[src/rtl/zero_flag_gen_if.sv]
// Bus between register-file read ports and the branch zero-flag generator.
// master drives the request side; slave returns busy/valid and the flags.
interface zero_flag_gen_if #(
  parameter int unsigned WIDTH = 32
) ();
  logic             start;
  logic             mode;
  logic [WIDTH-1:0] a;
  logic [WIDTH-1:0] b;
  logic             busy;
  logic             valid;
  logic             zero;
  logic             lt;

  modport master (
    output start, mode, a, b,
    input  busy, valid, zero, lt
  );

  modport slave (
    input  start, mode, a, b,
    output busy, valid, zero, lt
  );
endinterface

[src/rtl/zero_flag_gen.sv]
// Multi-cycle branch flag generator: chunked LSB-first subtract of a-b (or a-0),
// reporting zero and signed less-than with a start/busy/valid handshake.
module zero_flag_gen #(
  parameter int unsigned WIDTH = 32,
  parameter int unsigned CHUNK = 8
) (
  input  logic            clk,
  input  logic            reset,
  zero_flag_gen_if.slave  bus
);

  localparam int unsigned N    = WIDTH / CHUNK;
  localparam int unsigned IdxW = (N > 1) ? $clog2(N) : 1;

  if ((WIDTH % CHUNK) != 0 || N < 1) begin : g_bad_params
    $error("zero_flag_gen: WIDTH must be a non-zero multiple of CHUNK");
  end

  typedef enum logic [1:0] {StIdle, StRun, StDone} state_e;

  state_e            state_q, state_d;
  logic [WIDTH-1:0]  a_q, a_d;
  logic [WIDTH-1:0]  b_q, b_d;
  logic [WIDTH-1:0]  diff_q, diff_d;
  logic [IdxW-1:0]   idx_q, idx_d;
  logic              borrow_q, borrow_d;
  logic              nz_q, nz_d;
  logic              busy_q, busy_d;
  logic              valid_q, valid_d;
  logic              zero_q, zero_d;
  logic              lt_q, lt_d;

  logic [CHUNK-1:0]  chunk_a;
  logic [CHUNK-1:0]  chunk_b;
  logic [CHUNK:0]    chunk_res;
  logic              d_msb;
  logic              ovf;

  // One chunk of the subtract; bit CHUNK of the result is the borrow-out.
  always_comb begin
    chunk_a   = a_q[idx_q*CHUNK +: CHUNK];
    chunk_b   = b_q[idx_q*CHUNK +: CHUNK];
    chunk_res = {1'b0, chunk_a} - {1'b0, chunk_b} - {{CHUNK{1'b0}}, borrow_q};
  end

  always_comb begin
    d_msb = diff_q[WIDTH-1];
    ovf   = (a_q[WIDTH-1] != b_q[WIDTH-1]) && (d_msb != a_q[WIDTH-1]);
  end

  always_comb begin
    state_d  = state_q;
    a_d      = a_q;
    b_d      = b_q;
    diff_d   = diff_q;
    idx_d    = idx_q;
    borrow_d = borrow_q;
    nz_d     = nz_q;
    busy_d   = busy_q;
    valid_d  = 1'b0;
    zero_d   = zero_q;
    lt_d     = lt_q;

    unique case (state_q)
      StIdle: begin
        // busy_q may still be high here: this is the valid cycle of the previous
        // compare, which is also the earliest cycle a new start is taken.
        busy_d = 1'b0;
        if (bus.start) begin
          a_d      = bus.a;
          b_d      = bus.mode ? '0 : bus.b;
          diff_d   = '0;
          idx_d    = '0;
          borrow_d = 1'b0;
          nz_d     = 1'b0;
          busy_d   = 1'b1;
          state_d  = StRun;
        end
      end

      StRun: begin
        diff_d[idx_q*CHUNK +: CHUNK] = chunk_res[CHUNK-1:0];
        nz_d     = nz_q | (|chunk_res[CHUNK-1:0]);
        borrow_d = chunk_res[CHUNK];
        if (idx_q == IdxW'(N - 1)) begin
          state_d = StDone;
        end else begin
          idx_d = idx_q + 1'b1;
        end
      end

      StDone: begin
        // Top-chunk borrow is dropped; signed order comes from sign and overflow.
        zero_d  = ~nz_q;
        lt_d    = d_msb ^ ovf;
        valid_d = 1'b1;
        busy_d  = 1'b1;
        state_d = StIdle;
      end

      default: begin
        state_d = StIdle;
        busy_d  = 1'b0;
      end
    endcase
  end

  always_ff @(posedge clk or posedge reset) begin
    if (reset) begin
      state_q  <= StIdle;
      a_q      <= '0;
      b_q      <= '0;
      diff_q   <= '0;
      idx_q    <= '0;
      borrow_q <= 1'b0;
      nz_q     <= 1'b0;
      busy_q   <= 1'b0;
      valid_q  <= 1'b0;
      zero_q   <= 1'b0;
      lt_q     <= 1'b0;
    end else begin
      state_q  <= state_d;
      a_q      <= a_d;
      b_q      <= b_d;
      diff_q   <= diff_d;
      idx_q    <= idx_d;
      borrow_q <= borrow_d;
      nz_q     <= nz_d;
      busy_q   <= busy_d;
      valid_q  <= valid_d;
      zero_q   <= zero_d;
      lt_q     <= lt_d;
    end
  end

  assign bus.busy  = busy_q;
  assign bus.valid = valid_q;
  assign bus.zero  = zero_q;
  assign bus.lt    = lt_q;

endmodule

[src/flat_wrapper.sv]
// flat-port wrapper written by rule: the top's interface ports become plain ports
module zero_flag_gen_flat 
#(
  parameter int unsigned WIDTH = 32,
  parameter int unsigned CHUNK = 8
)
  (clk, reset, bus_start, bus_mode, bus_a, bus_b, bus_busy, bus_valid, bus_zero, bus_lt);
  zero_flag_gen_if #(.WIDTH(WIDTH)) bus_i ();
  input  logic clk;
  input  logic reset;
  input wire logic [$bits(bus_i.start)-1:0] bus_start;
  input wire logic [$bits(bus_i.mode)-1:0] bus_mode;
  input wire logic [$bits(bus_i.a)-1:0] bus_a;
  input wire logic [$bits(bus_i.b)-1:0] bus_b;
  output wire logic [$bits(bus_i.busy)-1:0] bus_busy;
  output wire logic [$bits(bus_i.valid)-1:0] bus_valid;
  output wire logic [$bits(bus_i.zero)-1:0] bus_zero;
  output wire logic [$bits(bus_i.lt)-1:0] bus_lt;
  assign bus_i.start = bus_start;
  assign bus_i.mode = bus_mode;
  assign bus_i.a = bus_a;
  assign bus_i.b = bus_b;
  assign bus_busy = bus_i.busy;
  assign bus_valid = bus_i.valid;
  assign bus_zero = bus_i.zero;
  assign bus_lt = bus_i.lt;
  zero_flag_gen #(.WIDTH(WIDTH), .CHUNK(CHUNK)) u_core (.clk(clk), .reset(reset), .bus(bus_i));
endmodule
[config.mk]
export PLATFORM = sky130hd
export DESIGN_NAME = zero_flag_gen_flat
export DESIGN_NICKNAME = d
export VERILOG_FILES = /design/src/rtl/zero_flag_gen_if.sv /design/src/rtl/zero_flag_gen.sv /design/src/flat_wrapper.sv
export SDC_FILE = /design/constraint.sdc
export NUM_CORES = 1
export LEC_CHECK = 0
export ABC_AREA = 1
export ABC_CLOCK_PERIOD_IN_PS = 3500
export BUFFER_PORTS_ARGS = -buffer_cell sky130_fd_sc_hd__buf_2
export CAP_MARGIN = 5
export CORE_UTILIZATION = 40
export DETAILED_ROUTE_END_ITERATION = 16
export GPL_TIMING_DRIVEN = 0
export PLACE_DENSITY_LB_ADDON = 0.25
export SYNTH_ARGS = -nofsm -noshare
export SYNTH_HDL_FRONTEND = slang
export SYNTH_SLANG_ARGS = --single-unit
export TNS_END_PERCENT = 50
[constraint.sdc]
create_clock -name clk -period 3.5 [get_ports clk]
set_input_delay 0.7 -clock clk [delete_from_list [all_inputs] [get_ports clk]]
set_output_delay 0.7 -clock clk [all_outputs]
set_load 0.05 [all_outputs]
== Word level (Yosys, flattened, before mapping) ==
Index checks and enable logic that the tools add are counted.
Word-level totals
  output and inout port bits: 4
  logic and storage cells: 54
  bits in registers: 106
  input port bits: 68
Operators by class
  shifts and indexed selects: 4
  reductions and logical operators: 8
  eq/ne operators: 8
  bitwise logic cells: 3
  add/subtract/negate cells: 4
  muxes and demuxes: 16
Operators with widths (number)
  $mux 32: 2
  $pmux 32 s2: 1
  $shiftx 32x6->8: 2
  $neg 5->34: 1
  $shift 8x34->32 const A: 1
  $shiftx 8x34->32: 1
  $bwmux 32: 1
  $sub 8x8->9: 1
  $sub 9x1->9: 1
  $mux 2: 4
  $pmux 2 s2: 2
  $reduce_or 8->1: 1
  $reduce_and 2->1: 3
  $eq 2x2->1 const B: 2
  $ne 2x2->1 const B: 2
  $pmux 1 s2: 2
  $mux 1: 3
  $pmux 1 s3: 1
  $reduce_and 3->1: 1
  $add 2x1->2 const B: 1
  $eq 2x1->1 const B: 1
  $logic_not 2->1: 1
  $ne 1x1->1: 2
  $ne 2x1->1 const B: 1
  5 further kinds: 5

== Logic depth before layout (Yosys ltp) ==
Gate-level depths: netlist (run 1).
  word-level depth: 6
  gate-level depth with buffers: 20
  mapped depth without buffers: 18

== Worst setup path before layout (run 1) ==
OpenSTA, ideal clock, no wires.
  path type: flip-flop to flip-flop
  from: reg u_core.idx_q[1]
  to: reg u_core.nz_q
  slack: 0.793 ns
  library setup time: 0.117 ns
  period minus slack after synthesis: 2.707 ns
  path buffers: 2
  data arrival time: 2.591 ns
  stages on the path, launching flop included: 17
  data required time: 3.383 ns
  cells stage by stage: dfrtp_1 > clkinv_1 > buf_2 > buf_2 > o21ai_0 > o22ai_1 > fa_1 > fa_1 > nand2_1 > nor2_1 > nand3b_1 > a21oi_1 > nand3_1 > nor2_1 > nand3_1 > nand2_1 > nand2_1
On the way
  longest elaborated chain between the ends: 6
  elaborated cells between the ends (all ways): 7
  those cells by class: 2 x add/sub; 2 x shift; 1 x mux; 1 x bitwise; 1 x reduce/logical
Ends and longest elaborated chain
  start: declaration: line zero_flag_gen.sv:25  | logic [IdxW-1:0] idx_q, idx_d;
  start signal: assignment: line zero_flag_gen.sv:126  | idx_q <= idx_d;
  $shiftx 32x6->8 (on tied branches): line zero_flag_gen.sv:41, zero_flag_gen.sv:42
  $sub 8x8->9 *: line zero_flag_gen.sv:43  | chunk_res = {1'b0, chunk_a} - {1'b0, chunk_b} - {{CHUNK{1'b0}}, borrow_q};
  $sub 9x1->9 *: line zero_flag_gen.sv:43
  $reduce_or 8->1 *: line zero_flag_gen.sv:83  | nz_d = nz_q | (|chunk_res[CHUNK-1:0]);
  $or 1x1->1 *: line zero_flag_gen.sv:83
  $pmux 1 s2 *: line zero_flag_gen.sv:64  | unique case (state_q)
  end signal: assignment: line zero_flag_gen.sv:128  | nz_q <= nz_d;
  end: declaration: line zero_flag_gen.sv:27  | logic nz_q, nz_d;
Every way passes the cells marked *; elsewhere a longest branch is shown, timed or not.
A chain may end at the register's enable or synchronous reset.

== Final worst setup path (run 1) ==
Same ends and word-level chain as after synthesis.

==> results of run 1 <==
-- worst max-delay path, stage by stage (launching register included) --
cell and delay [ns]:
dfrtp_1 0.50, clkinv_1 0.18, buf_2 0.21, buf_2 0.20, o21ai_0 0.10, o22ai_1 0.13
fa_1 0.46, fa_1 0.46, nand2_1 0.10, nand2_1 0.07, nand2_1 0.10, nand2_1 0.07
a21oi_1 0.12, nand3_1 0.09, nor2_1 0.09, nand3_1 0.09, nand2_1 0.07, nand2_1 0.05
-- registers in the layout, indices dropped and copies added (netlist names), 2 cells and up --
register        cells
u_core.b_q         32
u_core.state_q      2
u_core.a_q         32
u_core.idx_q        2
-- kinds of logic after synthesis --
group,count (synthesis)
simple gates,248
flops,75
compound gates,97
xor+xnor,2
buf+inv,66
fa+ha+maj,16
-- cell usage in the layout, fill, tap and decap left out, drive strengths merged --
master,instances
nand4,3
a21oi,14
nand3b,3
o22ai,7
inv,40
bufinv,1
nor3,2
dfrtp,75
buf,83
nor2,35
clkinv,3
nand3,14
xor2,1
nand2,191
ha,14
o21ai,72
fa,2
clkinvlp,1
a32o,1
o211ai,1
xnor2,1
o21a,1
clkbuf,26
a32oi,1
-- through the flow --
| stage | utilization, % | TNS (ns) |
|---|---|---|
| after CTS | 49.9 | 0 |
| after detailed placement | 47.7 | 0 |
| final | 49.9 | 0 |
| after floorplan | - | 0 |
| after global placement | 47.3 | -5.39 |
| after global routing | 49.9 | 0 |
-- report_power, final --
| group | switching (mW) | internal, mW |
|---|---|---|
| combinational | 1.96 | 1.17 |
| clock | 0.341 | 0.371 |
| sequential | 0.261 | 1.27 |
| total | 2.56 | 2.81 |
-- final cells by class --
type	instances	area [um^2]
Fill cell	940	4670
Sequential cell	75	1880
Multi-Input combinational cell	363	1750
Timing Repair Buffer	72	383
Tap cell	129	161
Inverter	40	153
Clock buffer	11	151
Buffer	26	124
Clock inverter	5	60.1
-- worst max-delay path by stage --
stage,start,end,slack (ns),depth (start not counted)
2_1_floorplan,u_core.idx_q[1],u_core.nz_q,0.79,16
3_3_place_gp,reset,u_core.a_q[4],-0.08,2
3_5_place_dp,u_core.idx_q[1],u_core.nz_q,0.38,17
4_1_cts,u_core.idx_q[1],u_core.nz_q,0.33,17
5_1_grt,u_core.idx_q[1],u_core.nz_q,0.12,17
6_report,u_core.idx_q[1],u_core.nz_q,0.32,17
-- routing by layer --
metal | vias up | GRT usage [%]
li1 | 1774 | -
met1 | 1639 | 31.4
met2 | 88 | 33.7
met3 | 12 | 3.12
met4 | 0 | 7.92
met5 | - | 0
==> results.tsv, run 1 <==
metric	value	unit
outcome	finished, final reports clean	
Final ANT Viol Nets	0	
average cell area after synthesis	7.74	um^2
post-synthesis cell count	504	
Hold Violations, Final	0	
FP Rows	35	
reg-to-reg startpoint	u_core.idx_q[1]	
Post-CTS Hold Buffers	0	
EDFF count, synth	0	
Final Power	5.38	mW
CTS Buf Count	9	
Synth top area share	48.1	%
critical path type	flip-flop to flip-flop	
Crit Path Max Fanout	10	
Setup WS pre-CTS	0.378	ns
clock sinks	75	
Routed WL per cell	14.0	um
vias in the first global route	3477	
placed inst area	0.00445	mm^2
WP data arrival	3.43	ns
Synth Area in Adders	5.52	%
max_cap viols	0	
Resize count post-CTS	0	
Die ar.	0.0101	mm^2
Worst slew margin	67.2	%
RSZ-0062 raised after global routing	false	
largest cells by area after synthesis	dfrtp_1 (48%), nand2_1 (18%), o21ai_0 (8.6%)	
LEAKAGE	2.42	nW
latest clock arrival within the worst-skew pair	0.36	ns
crit path time final	3.18	ns
core footprint	0.00933	mm^2
Layout Skew	0.0105	ns
kind of path behind the tightest hold check	input port to async pin	
TritonCTS clock tree	built	
Max Buffers Root-to-Sink	2	
DRC Markers	0	
worst r2r dst	u_core.nz_q	
I/O pins	72	
netlist area before placement	0.00390	mm^2
post-synthesis compound-gate area fraction	13.0	%
count leader, synth	nand2_1	
grt ovf	0	
DR pass1 iterations	4	
Highest Signal Layer	met4	
htree depth	3	
setup bufs post-CTS	0	
Post-synth top cells	nand2_1 (187), dfrtp_1 (75), o21ai_0 (67)	
largest net degree at the start of global routing	57	
GPL Wtd Cong	0.841	
dominant synthesized flop cell	dfrtp_1	
first-pass GRT wire length	17.0	mm
final slew viol count	0	
Worst R2R Setup Slack	0.32	ns
WL met1	4.90	mm
Placed Cells	705	
sequential fraction of the synthesis area	48.1	%
DRT iter0 DRCs	202	
area delta synth->final	19.4	%
Power per Cell Area	1150	mW/mm^2
total detailed-routing wirelength	10.1	mm
cell taking the most area after synthesis	dfrtp_1	
root buffer cell	clkbuf_8	
period utilisation layout	90.9	%
Synth Area in XOR/XNOR	0.449	%
Unique masters post-synth	29	
Synth async-reset ratio	100	%
GRT Util Overall	21.9	%
synth warn	0	
Avg Vias per Cell	4.87	
largest family of logic cells by synthesized area	simple AND/OR/NAND/NOR gates	
ratio of cells with drive above 1 in the final layout	18.2	%
CP Capture Type	flip-flop	
CP Data Required Time	3.75	ns
Startpoint Class	flip-flop	
Worst VDD drop	547	uV
met2 routed WL	4.60	mm
die height	101	um
via count	3513	
Post-DP HPWL	7.55	mm
n_diodes	0	
post-route insts no fill	721	
Reg2Reg Depth	17	
final net count	671	
Initial Utilization	41.8	%
design area	0.00466	mm^2
met3 wire length	472	um
Final Worst Setup Slack	0.320	ns
Synth Net Count	588	
Worst-Margin Slew	0.490	ns
Clk pin slew, worst setup/hold paths	0.09	ns
Final setup viols	0	
Peak Freq	314	MHz
hold slack	0.297	ns
antenna violations before repair	0	
multiplexer area fraction after synthesis	0	%
die width	101	um
post-synthesis simple-gate area fraction	25.8	%
PortBufs	71	
Seq cells post-synth	75	
(Power assumes the default switching activity.)
==> inputs of run 2 (changes only) <==
--- a/config.mk
+++ b/config.mk
@@ -9,7 +9,8 @@
 export ABC_CLOCK_PERIOD_IN_PS = 3500
 export BUFFER_PORTS_ARGS = -buffer_cell sky130_fd_sc_hd__buf_2
 export CAP_MARGIN = 5
-export CORE_UTILIZATION = 40
+export CORE_MARGIN = 4
+export CORE_UTILIZATION = 55
 export DETAILED_ROUTE_END_ITERATION = 16
 export GPL_TIMING_DRIVEN = 0
 export PLACE_DENSITY_LB_ADDON = 0.25
==> run 2 against run 1 <==
Against the previous run: flip-flop and latch count did not move; design area barely moved; routed wire length shrank 1.2%; critical endpoint unchanged.
==> results.tsv, run 2 (synthesis results as in run 1) <==
metric	value	unit	change
Placed Cells	672		was 705
critical path type	flip-flop to flip-flop		unchanged
Post-DP HPWL	7.39	mm	was 7.55 mm
CP Data Required Time	3.75	ns	about the same
Avg Vias per Cell	5.23		was 4.87
reg-to-reg startpoint	u_core.idx_q[1]		unchanged
Worst VDD drop	485	uV	was 547 uV
ratio of cells with drive above 1 in the final layout	18.1	%	was 18.2%
period utilisation layout	90.3	%	was 90.9%
Layout Skew	0.00793	ns	was 0.0105 ns
Buf/Inv on CP	3		unchanged
core footprint	0.00683	mm^2	was 0.00933 mm^2
most common cell after layout, fill and taps aside	nand2_1		unchanged
CP top delay family	adder cells		unchanged
slowest cell on the critical path	fa_1		was dfrtp_1
die width	92.2	um	was 101 um
PortBufs	71		unchanged
n_diodes	0		unchanged
Initial Utilization	57.1	%	was 41.8%
latest clock arrival within the worst-skew pair	0.36	ns	about the same
Resize count post-CTS	0		unchanged
setup bufs post-CTS	0		unchanged
FP Rows	30		was 35
Peak Freq	316	MHz	was 314 MHz
post-route insts no fill	687		was 721
CP Capture Type	flip-flop		unchanged
TritonCTS clock tree	built		unchanged
RSZ-0062 raised after global routing	false		unchanged
Register Area	0.00188	mm^2	unchanged
crit path time final	3.16	ns	was 3.18 ns
Reg2Reg Depth	16		was 17
DRC Markers	0		unchanged
Routed WL per cell	14.5	um	was 14.0 um
setup TNS	0	ns	unchanged
Final setup viols	0		unchanged
worst r2r dst	u_core.nz_q		unchanged
final net count	671		unchanged
clock sinks	75		unchanged
slowest stage delay, CP	0.52	ns	was 0.50 ns
number of fill cells in the layout	601		was 940
Startpoint Class	flip-flop		unchanged
total detailed-routing wirelength	9.99	mm	was 10.1 mm
Worst R2R Setup Slack	0.34	ns	was 0.32 ns
die height	92.2	um	was 101 um
Worst slew margin	67.9	%	was 67.2%
antenna violations before repair	0		unchanged
most frequent cells in the layout	nand2_1 (187), buf_2 (80), dfrtp_1 (75), o21ai_0 (67), inv_1 (36)		unchanged
GPL Wtd Cong	0.879		was 0.841
first-pass GRT wire length	16.3	mm	was 17.0 mm
CTS Buf Count	9		unchanged
I/O pins	72		unchanged
root buffer cell	clkbuf_8		unchanged
vias in the first global route	3535		was 3477
CP Cell Sequence	clkinv_1 -> buf_2 -> buf_2 -> o21ai_0 -> o22ai_1 -> fa_1 -> fa_1 -> nand2_1 -> nor2_1 -> nand3b_1 -> a21oi_1 -> nand3_1 -> nor2_1 -> nand3_1 -> nand2_1 -> nand2_1		was clkinv_1 -> buf_2 -> buf_2 -> o21ai_0 -> o22ai_1 -> fa_1 -> fa_1 -> nand2_1 -> nand2_1 -> nand2_1 -> nand2_1 -> a21oi_1 -> nand3_1 -> nor2_1 -> nand3_1 -> nand2_1 -> nand2_1
WP data arrival	3.41	ns	was 3.43 ns
via count	3590		was 3513
area delta synth->final	19.5	%	was 19.4%
multi-input logic area	0.00175	mm^2	unchanged
final slew viol count	0		unchanged
DR pass1 iterations	7		was 4
Hold Violations, Final	0		unchanged
Max Buffers Root-to-Sink	2		unchanged
Worst-Margin Slew	0.482	ns	was 0.490 ns
Crit Path Max Fanout	10		unchanged
Post-CTS Hold Buffers	0		unchanged
kind of path behind the tightest hold check	input port to async pin		unchanged
LEAKAGE	2.44	nW	was 2.42 nW
leading registers by flop count	u_core.a_q: 32 flops, u_core.b_q: 32 flops		unchanged
DRT iter0 DRCs	161		was 202
GRT Util Overall	24.6	%	was 21.9%
largest net degree at the start of global routing	40		was 57
Final ANT Viol Nets	0		unchanged
outcome	finished, final reports clean		unchanged
Clk pin slew, worst setup/hold paths	0.08	ns	was 0.09 ns
Power per Cell Area	1190	mW/mm^2	was 1150 mW/mm^2
max_cap viols	0		unchanged
Die ar.	0.00850	mm^2	was 0.0101 mm^2
grt ovf	0		unchanged
htree depth	3		unchanged
cell mode on critical path	nand2_1		unchanged
## run 2: cell types whose count changed in the layout (fill, tap and decap cells not counted)
| cell | change |
|---|---|
| clkinv_2 | -1 |
| buf_16 | -1 |
| buf_12 | +1 |
| clkbuf_8 | -2 |
| bufinv_16 | +3 |
| clkinvlp_4 | -1 |
## run 2: worst register-to-register path, stage by stage, from the launching register on
cell and delay, ns:
dfrtp_1 0.49, clkinv_1 0.17, buf_2 0.21, buf_2 0.20, o21ai_0 0.09, o22ai_1 0.14
fa_1 0.46, fa_1 0.52, nand2_1 0.05, nor2_1 0.10, nand3b_1 0.10, a21oi_1 0.13
nand3_1 0.09, nor2_1 0.10, nand3_1 0.08, nand2_1 0.06, nand2_1 0.05
## run 2: metal layers
metal / GRT usage, % / routed length, um
met5: 0 / 0
met4: 9.16 / 182
met3: 6.07 / 613
met2: 40.0 / 4810
met1: 32.0 / 4390
## run 2: cell type report
cell class	count	share of cell area, %
Buffer	26	2.66
Clock buffer	9	2.66
Timing Repair Buffer	72	8.06
Sequential cell	75	40.3
Clock inverter	6	2.95
Inverter	40	3.28
Tap cell	96	2.58
Multi-Input combinational cell	363	37.5
## run 2: power breakdown
group | switching [mW] | internal, mW | total (mW) | leakage (nW)
combinational | 1.94 | 1.17 | 3.11 | 1.36
sequential | 0.264 | 1.27 | 1.54 | 0.954
clock | 0.336 | 0.545 | 0.882 | 0.130
total | 2.54 | 2.99 | 5.53 | 2.44
## run 2: stage by stage
stage          worst slack [ns]  area (um^2)  total power [mW]  util, %  hold slack, ns
4_1_cts                   0.360         4660              5.50     68.2           0.384
6_report                  0.340         4660              5.53     68.2           0.365
2_1_floorplan             0.793         3900              3.85        -           0.421
3_5_place_dp              0.384         4400              4.60     64.4           0.439
3_3_place_gp             0.0278         4370              4.45     64.0           0.442
5_1_grt                  0.0931         4660              6.05     68.2           0.398
## run 2: how the worst max path moves through the flow
stage | start | endpoint | slack (ns) | cells past startpoint
finish | u_core.idx_q[1] | u_core.nz_q | 0.34 | 16
global route | u_core.idx_q[1] | u_core.nz_q | 0.09 | 16
CTS | u_core.idx_q[1] | u_core.nz_q | 0.36 | 16
detailed placement | u_core.idx_q[1] | u_core.nz_q | 0.38 | 16
global placement | reset | u_core.a_q[28] | 0.03 | 2
floorplan | u_core.idx_q[1] | u_core.nz_q | 0.79 | 16
